[src/rtl/seg_scan_ctrl.sv]
// seg_scan_ctrl: time-multiplexing controller for a four-digit seven-segment display.
//
// Steps a digit pointer through digits 0..3, one slot of TICK_DIV cycles each. Every slot starts
// with BLANK_CYC cycles of all anodes off, which hides ghosting while the shared hex7seg decoder
// settles on the next nibble. Display values are double-buffered: `load` writes a pending buffer,
// and the active buffer only takes it at a frame boundary (the last on-cycle of digit 3).
//
// Optional build macro:
//   SEG_SCAN_LZ_BLANK_EN  leading-zero suppression on digits 3..1 (digit 0 is never suppressed).
//
// Parameters:
//   TICK_DIV   cycles per digit slot, 4..2^20
//   BLANK_CYC  blank cycles at the start of each slot, 1..TICK_DIV-1
//
// Ports:
//   clk         system clock, rising edge
//   reset       asynchronous, active-high reset
//   load        one-cycle strobe, captures data_in/dp_in/en_in into the pending buffer
//   data_in     four hex digits, digit i = data_in[4i+3:4i]
//   dp_in       decimal-point request per digit, active high
//   en_in       per-digit enable
//   nibble      selected digit value for the hex7seg decoder (combinational)
//   an          anodes, active low, registered
//   dp_n        decimal point, active low, registered
//   dig         current digit pointer
//   frame_done  one-cycle pulse aligned with the first blank cycle of digit 0
//   upd_pend    pending buffer holds data not yet shown
module seg_scan_ctrl #(
  parameter int unsigned TICK_DIV  = 100000,
  parameter int unsigned BLANK_CYC = 16
) (
  input  logic        clk,
  input  logic        reset,
  input  logic        load,
  input  logic [15:0] data_in,
  input  logic [3:0]  dp_in,
  input  logic [3:0]  en_in,
  output logic [3:0]  nibble,
  output logic [3:0]  an,
  output logic        dp_n,
  output logic [1:0]  dig,
  output logic        frame_done,
  output logic        upd_pend
);

  localparam int unsigned CntW = (TICK_DIV > 1) ? $clog2(TICK_DIV) : 1;
  localparam logic [CntW-1:0] CntBlankLast = CntW'(BLANK_CYC - 1);
  localparam logic [CntW-1:0] CntSlotLast  = CntW'(TICK_DIV - 1);

  typedef enum logic [0:0] {
    StBlank,
    StOn
  } state_e;

  state_e          state_q, state_d;
  logic [CntW-1:0] cnt_q, cnt_d;
  logic [1:0]      dig_q, dig_d;

  logic [15:0] act_data_q, act_data_d;
  logic [3:0]  act_dp_q, act_dp_d;
  logic [3:0]  act_en_q, act_en_d;
  logic [15:0] pend_data_q, pend_data_d;
  logic [3:0]  pend_dp_q, pend_dp_d;
  logic [3:0]  pend_en_q, pend_en_d;
  logic        upd_pend_q, upd_pend_d;

  logic [3:0]  an_q, an_d;
  logic        dp_n_q, dp_n_d;
  logic        frame_done_q, frame_done_d;

  logic        slot_end;
  logic        frame_end;
  logic [3:0]  sup_d;

  assign slot_end  = (state_q == StOn) && (cnt_q == CntSlotLast);
  assign frame_end = slot_end && (dig_q == 2'd3);

  // Slot sequencing and double buffering.
  always_comb begin
    state_d      = state_q;
    dig_d        = dig_q;
    cnt_d        = slot_end ? '0 : cnt_q + CntW'(1);
    act_data_d   = act_data_q;
    act_dp_d     = act_dp_q;
    act_en_d     = act_en_q;
    pend_data_d  = pend_data_q;
    pend_dp_d    = pend_dp_q;
    pend_en_d    = pend_en_q;
    upd_pend_d   = upd_pend_q;
    frame_done_d = frame_end;

    unique case (state_q)
      StBlank: begin
        // cnt keeps running into the on-phase; only the slot end clears it.
        if (cnt_q == CntBlankLast) begin
          state_d = StOn;
        end
      end
      StOn: begin
        if (slot_end) begin
          state_d = StBlank;
          dig_d   = dig_q + 2'd1;
        end
      end
      default: state_d = StBlank;
    endcase

    // Transfer uses the pending contents held before this edge, so a load on the boundary edge
    // is not shown until the following frame.
    if (frame_end && upd_pend_q) begin
      act_data_d = pend_data_q;
      act_dp_d   = pend_dp_q;
      act_en_d   = pend_en_q;
    end

    if (load) begin
      pend_data_d = data_in;
      pend_dp_d   = dp_in;
      pend_en_d   = en_in;
      upd_pend_d  = 1'b1;
    end else if (frame_end) begin
      upd_pend_d = 1'b0;
    end
  end

`ifdef SEG_SCAN_LZ_BLANK_EN
  // A digit is a leading zero when it is 0 and every enabled digit above it is 0 as well.
  always_comb begin : lz_blank
    logic higher_zero;
    sup_d       = '0;
    higher_zero = 1'b1;
    for (int i = 3; i >= 1; i--) begin
      if ((act_data_d[4*i +: 4] == 4'h0) && higher_zero) begin
        sup_d[i] = 1'b1;
      end
      if (act_en_d[i] && (act_data_d[4*i +: 4] != 4'h0)) begin
        higher_zero = 1'b0;
      end
    end
  end
`else
  assign sup_d = 4'b0000;
`endif

  // Registered outputs follow the next state so they line up with state_q.
  always_comb begin
    an_d   = 4'b1111;
    dp_n_d = 1'b1;
    if (state_d == StOn) begin
      if (act_en_d[dig_d] && !sup_d[dig_d]) begin
        an_d[dig_d] = 1'b0;
      end
      dp_n_d = ~(act_dp_d[dig_d] & act_en_d[dig_d] & ~sup_d[dig_d]);
    end
  end

  always_ff @(posedge clk or posedge reset) begin
    if (reset) begin
      state_q      <= StBlank;
      cnt_q        <= '0;
      dig_q        <= 2'd0;
      act_data_q   <= '0;
      act_dp_q     <= '0;
      act_en_q     <= '0;
      pend_data_q  <= '0;
      pend_dp_q    <= '0;
      pend_en_q    <= '0;
      upd_pend_q   <= 1'b0;
      an_q         <= 4'b1111;
      dp_n_q       <= 1'b1;
      frame_done_q <= 1'b0;
    end else begin
      state_q      <= state_d;
      cnt_q        <= cnt_d;
      dig_q        <= dig_d;
      act_data_q   <= act_data_d;
      act_dp_q     <= act_dp_d;
      act_en_q     <= act_en_d;
      pend_data_q  <= pend_data_d;
      pend_dp_q    <= pend_dp_d;
      pend_en_q    <= pend_en_d;
      upd_pend_q   <= upd_pend_d;
      an_q         <= an_d;
      dp_n_q       <= dp_n_d;
      frame_done_q <= frame_done_d;
    end
  end

  // Driven from the registered pointer, so the decoder input is stable for the whole slot.
  assign nibble     = act_data_q[{dig_q, 2'b00} +: 4];
  assign an         = an_q;
  assign dp_n       = dp_n_q;
  assign dig        = dig_q;
  assign frame_done = frame_done_q;
  assign upd_pend   = upd_pend_q;

endmodule

[config.mk]
export PLATFORM = sky130hd
export DESIGN_NAME = seg_scan_ctrl
export DESIGN_NICKNAME = d
export VERILOG_FILES = /design/src/rtl/seg_scan_ctrl.sv
export SDC_FILE = /design/constraint.sdc
export NUM_CORES = 1
export LEC_CHECK = 0
export CORE_AREA = 2 2 76 78
export CTS_BUF_LIST = sky130_fd_sc_hd__clkbuf_2 sky130_fd_sc_hd__clkbuf_4 sky130_fd_sc_hd__clkbuf_8
export DETAILED_ROUTE_END_ITERATION = 8
export DIE_AREA = 0 0 78 80
export GPL_TIMING_DRIVEN = 0
export PLACE_DENSITY = 0.83
export SYNTH_ARGS = -nofsm -noshare
export SYNTH_HDL_FRONTEND = slang
export SYNTH_SLANG_ARGS = --single-unit
export TNS_END_PERCENT = 30
[constraint.sdc]
create_clock -name clk -period 4.5 [get_ports clk]
set_input_delay 0.9 -clock clk [delete_from_list [all_inputs] [get_ports clk]]
set_output_delay 0.9 -clock clk [all_outputs]
set_load 0.01 [all_outputs]
==> results.md <==
* Status: complete, no violations
* Pint at 1.01 mW
* Most common cell in the netlist: dfrtp_1
* Critical Path AT at about 2.4 ns
* Sequential share of power at 54.0%
* Cts hold-fix bufs at 0
* Share of layout cells above drive strength 1 at roughly a quarter
* CTS HTree Levels at 3
* Total global routing overflow at 0
* # Max-Cap Violations at 0
* Largest cells by area after synthesis: dfrtp_1, mux2_2, mux4_2, dfstp_2, xor2_1
* Post-Syn Instances at around 250
* Nets at 329
* CP Capture Type: primary output
* Clk root buf: clkbuf_8
* Residual DRC at 0
* # port buffers at 38
* Fin crit period at between 3 and 4 ns
* Routed len/inst at between 15 and 20 microns
* Worst slew pin tran at a little under 0.9 ns
* Drt total wl at just over 6 mm
* Die Ht at roughly 80 microns
* Total power at around 1.3 mW
* CTS resizes at 0
* Synthesized cell area at about 0.0033 sq mm
* Startpoint types: register
* Final worst-path cycle share at ~73%
* Distinct cell type count after synthesis at 42
* Clk pwr share at 41.0%
* Flops & latches, synth at between 70 and 80
* PD cells at ~330 mW/mm^2
* # fillers at between 300 and 400
* Area leader, netlist: dfrtp_1
* Core ar. at roughly 0.0054 sq mm
* Initial antenna violation count at 0
* Iter 0 DRT Violations at 167
* Die Wd at roughly 80 microns
* Lkg Pwr at between 1.5 and 2 nW
* Kind of critical path: register to primary output
* Top-area cell type share of the netlist area at 53.4%
* Multi-input gate area at around 0.0013 sq mm
* Design area at just under 0.004 sq mm
* Max VDD drop at roughly 0.00031 V
* I/O Pins at 40
* Hpwl dp at 4.04 mm
* Final setup vio count at 0
* DRT antenna net count at 0
* Peak Freq at approximately 0.31 GHz
* Pre-antenna DRT Iters at 4
* Clk_skew at approximately 0.014 ns
* CTS Sinks at 75
* Register area at 0.00188 sq mm
* GP Congestion at 0.809
* Vias per inst at between 5 and 6
* Post-CTS Setup Bufs at 0
* Synth warn at 0
* Die Area at approximately 0.0062 sq mm
* CTS tree: yes
* Largest net degree at the start of global routing at 76
* RSZ-0062 raised after global routing: false
* Setup ws final at 1.23 ns
* Number of flops mapped to enable cells by yosys at 0
* Clk pin slew, worst setup/hold paths at roughly 0.08 ns
* Placed cells at ~360
* Clock Latency Late Sink at approximately 0.36 ns
* Asr flop ratio synth at 100%
* # diodes at 0
* First-pass GRT wire length at between 10 and 15 mm
* Initial Utilization at between 60% and 70%
* Primary FF master, synth: dfrtp_1
* CP required at around 3.6 ns
* Crit-path max FO at 10
* Switching Fraction at a little under a quarter
* Number of global-route vias before repair at 2211
* Cell Area, Placed at around 0.0038 sq mm
* Layout Cells excl Fill at ~380
* Area Overhead vs Synth at 20.7%
* Post-Syn Nets at between 200 and 300
* Synthesized area per cell at around 13 sq um
* Combinational power share at under 10%
* TritonCTS buffer count at 9
* Top cells by count, synth: dfrtp_1, mux2_2, nor2_1, nand3_1, nand2_1
* TNS Setup at 0 ns
* Longest Clk Path Bufs at 2
* Fin. Hold Viols at 0
* Num rows at 27
* Total global-route track usage at 22.3%
* Max-slew violation count at 0
* Rel. slew slack at a little over two fifths
* Vias post-DR at roughly 2200
* Worst Hold Class: register to register
* Net switching power figure at around 300 uW
* Seq/Total Area, Yosys at 57.4%
* Pre-CTS setup slack at approximately 1.6 ns
power groups by stage:
stage	logic, mW	registers, mW	clock network [mW]
CTS	0.0671	0.706	0.546
global placement	0.0646	0.718	0
finish	0.0652	0.706	0.537
floorplan	0.0374	0.715	0
detailed placement	0.0667	0.720	0
global route	0.0733	0.710	0.575
final timing paths:
check,from,endpoint,slack (ns),depth (start not counted)
min,cnt_q[0],cnt_q[0],0.49,1
min reg2reg,cnt_q[0],cnt_q[0],0.49,1
max in group asynchronous,reset,cnt_q[11],2.85,2
min in group asynchronous,reset,pend_data_q[4],1.06,2
max reg2reg,cnt_q[0],dp_n,2.23,9
max,dig[0],nibble[2],1.23,3
layout make-up:
| type | instances | share of cell area (%) |
|---|---|---|
| Sequential cell | 75 | 47.5 |
| Multi-Input combinational cell | 158 | 33.6 |
| Timing Repair Buffer | 38 | 9.60 |
| Clock buffer | 10 | 3.47 |
| Tap cell | 72 | 2.27 |
| Clock inverter | 6 | 1.74 |
| Inverter | 9 | 0.916 |
| Buffer | 9 | 0.884 |
cell families (layout without fill, tap and decap cells):
kind of cell / after synthesis / count (layout) / synth area share [%]
adders and majority gates: 2 / 2 / 0.762
xor gates and xnor gates: 16 / 16 / 4.27
DFF: 75 / 75 / 57.4
AOI/OAI and AO/OA: 22 / 22 / 4.76
and+or+nand+nor: 69 / 69 / 12.0
muxes: 49 / 49 / 18.8
buffers and inverters: 18 / 72 / 2.10
critical path, stage by stage, from the launching register on:
cell	delay, ns
dfrtp_1	0.39
clkbuf_1	0.52
mux4_2	0.61
clkdlybuf4s50_1	0.50
layer usage:
layer	vias to the layer above	wire, microns	global-route usage (%)
met5	-	0	0
met4	0	99	8.60
met3	11	378	8.14
met2	82	3050	37.6
met1	1079	2510	26.3
li1	982	-	-
registers in the layout, indices dropped and copies added, names as in the netlist, 2 cells and up:
signal	cells
pend_dp_q	4
pend_en_q	4
act_data_q	16
dig	2
an	4
cnt_q	17
act_dp_q	4
pend_data_q	16
act_en_q	4
layout by cell type (no fill, tap or decap), drive strengths merged:
cell,count
a211oi,2
mux2,41
o2111ai,1
a31o,1
and3,5
o21ai,8
dfstp,5
clkinv,1
dfrtp,70
o21bai,1
mux2i,2
clkinvlp,1
and2,3
a22o,3
o211ai,2
nor4,3
nand4,2
a21oi,1
and4,1
nand2,11
mux4,6
clkbuf,15
a2bb2oi,1
ha,2
nor2,18
inv,12
xor2,9
or2,2
buf,4
or3,1
clkdlybuf4s50,38
o2bb2ai,1
bufinv,1
xnor2,7
nand3,16
nand3b,1
o21a,1
nor3,6
metrics by stage:
stage               util, %  hold WS, ns
finish                 73.3        0.495
global route           73.3        0.510
CTS                    73.3        0.502
detailed placement     69.5        0.479
global placement       69.4        0.471
floorplan                 -        0.451
No activity file was read; power rests on OpenSTA's default activity.
==> variant (config.mk and constraints unchanged) <==
Change the parameter `TICK_DIV` from 100000 to 50000.
--- a/src/rtl/seg_scan_ctrl.sv
+++ b/src/rtl/seg_scan_ctrl.sv
@@ -28,3 +28,3 @@
 module seg_scan_ctrl #(
-  parameter int unsigned TICK_DIV  = 100000,
+  parameter int unsigned TICK_DIV  = 50000,
   parameter int unsigned BLANK_CYC = 16
Behaviour: no difference found for any inputs over 10 cycles, from zero or initial values and one cycle with reset high; that may be too few to reach the edited logic, so the function may still have changed.
==> variant against the original RTL <==
  * Design area increased by 1.9%
  * Sequential cell count is 1 lower
  * Wire length rose by 3.3%
  * Setup slack worse by 0.24 ns
  * Area after synthesis up 0.95%
  * Power is 7.2% higher
  * Count of clock-buffer cells in the layout decreased by 1
  * Sequential power is 0.7% lower
  * Critical path type unchanged
==> variant: results (changes against the original RTL) <==
- Outcome: complete, no violations
- Clock Skew: 0.0113 ns (-0.00229 ns)
- Number of global-route vias before repair: 2122 (-4.0%)
- Final setup margin: 0.986 ns (-0.240 ns)
- First-pass GRT wire length: 10100 µm (-2.6%)
- Adder-cell share of the synthesized area: 0.755% (-0.0072 points)
- Met2 Wirelength: 3040 µm (-0.20%)
- Post-CTS Setup Bufs: 0 (unchanged)
- Starting DRT DRC Count: 129 (-23%)
- Worst IR Drop VDD: 0.000306 V (-0.21%)
- Largest stage delay, worst path: 0.63 ns (+0.02 ns)
- Netlist cell types: 49 (+17%)
- Clk. pwr: 634 µW (+18%)
- Vias per std cell: 5.56 (-2.7%)
- Multi-input gates: 165 (+4.4%)
- Compound-Gate Fraction of Synth Area: 5.44% (+0.67 points)
- Area delta synth->final: 21.8%
- Commonest cells in the netlist: dfrtp_1 (69), mux2_2 (44), nand3_1 (14), nor2_1 (14), nand2_1 (10)
- Comb pwr share: 4.8% (-0.2 points)
- Worst hold slack: 0.467 ns (-0.0279 ns)
- FF-to-FF Start: dig[1]
- Buffers, non-clock: 48 (+2.1%)
- Mux cell area share after synthesis: 19.9% (+1.1 points)
- Clk Tree Root Cell: clkbuf_8
- Seq cells: 74 (-1.3%)
- DP Area: 3790 µm² (+0.83%)
- Worst relative slew slack: 41.5% (-0.24 points)
- Worst setup path end: nibble[0]
- Layout cells sized above 1: 27.3% (+1.1 points)
- Non-filler cells, final: 383 (+1.6%)
- Post-Route WL: 6240 µm (+3.3%)
- GR Util met1: 28.5% (+2.2 points)
- Share of the yosys chip area belonging to registers: 56.1% (-1.3 points)
- Metal-1 WL: 2890 µm (+15%)
- Fraction of area in registers: 46.0% (-1.5 points)
- Reg2Reg Setup Slack: 1.81 ns (-0.42 ns)
- Inst Count DP: 367 (+1.7%)
- Number of fill cells in the layout: 351 (-10%)
- Total power: 1400 µW (+7.2%)
- Largest net degree at the start of global routing: 75 (-1.3%)
- Area contributors post-synth: dfrtp_1 (52%), mux2_2 (15%), dfstp_2 (4.0%)
- Area of the multi-input gates: 1380 µm² (+3.7%)
- Reg2reg path depth: 8 (-1)
- GP Congestion: 0.831 (+2.7%)
- GR Util met3: 4.41% (-3.7 points)
- Biggest regs: act_data_q x16, cnt_q x16, pend_data_q x16
- Worst Path Arrival: 2.61 ns (+0.24 ns)
- LEAKAGE: 0.00184 µW (+2.2%)
- DP Worst Slack: 1.38 ns (-0.228 ns)
- Clock-cell share: 6.20% (+0.99 points)
- Post-synthesis xor/xnor area fraction: 3.70% (-0.57 points)
- GRT met2 Usage: 34.1% (-3.5 points)
- Cells after Synth: 257 (+2.4%)
- Power Internal: 1100 µW (+8.9%)
- Layout net count: 335 (+1.8%)
- Inverter count: 8 (-1)
- Total GRT Usage: 21.6% (-0.77 points)
[variant: cell types whose count changed in the layout (fill, tap and decap cells not counted), moves of 3 or more]
| cell | change |
|---|---|
| nor2_1 | -4 |
| mux2_2 | +3 |
| a21oi_1 | +4 |
| a22o_1 | -3 |
| xor2_1 | -3 |
| inv_6 | -3 |
| nor3_1 | -3 |
| and3_1 | +3 |
[variant: cell families (layout without fill, tap and decap cells)]
| logic type | count (synthesis) | count (layout) |
|---|---|---|
| AO/OA/AOI/OAI | 26 | 26 |
| XOR/XNOR | 14 | 14 |
| adder cells (fa/ha/maj) | 2 | 2 |
| buffers and inverters | 18 | 72 |
| flip-flops | 74 | 74 |
| multiplexers | 52 | 52 |
| AND/OR/NAND/NOR | 71 | 71 |
[variant: worst max-delay path: cells and delay by family (launching register included)]
family                 cells  cell delay [ns]
buffers and inverters      2             1.13
muxes                      1             0.60
DFF                        1             0.54
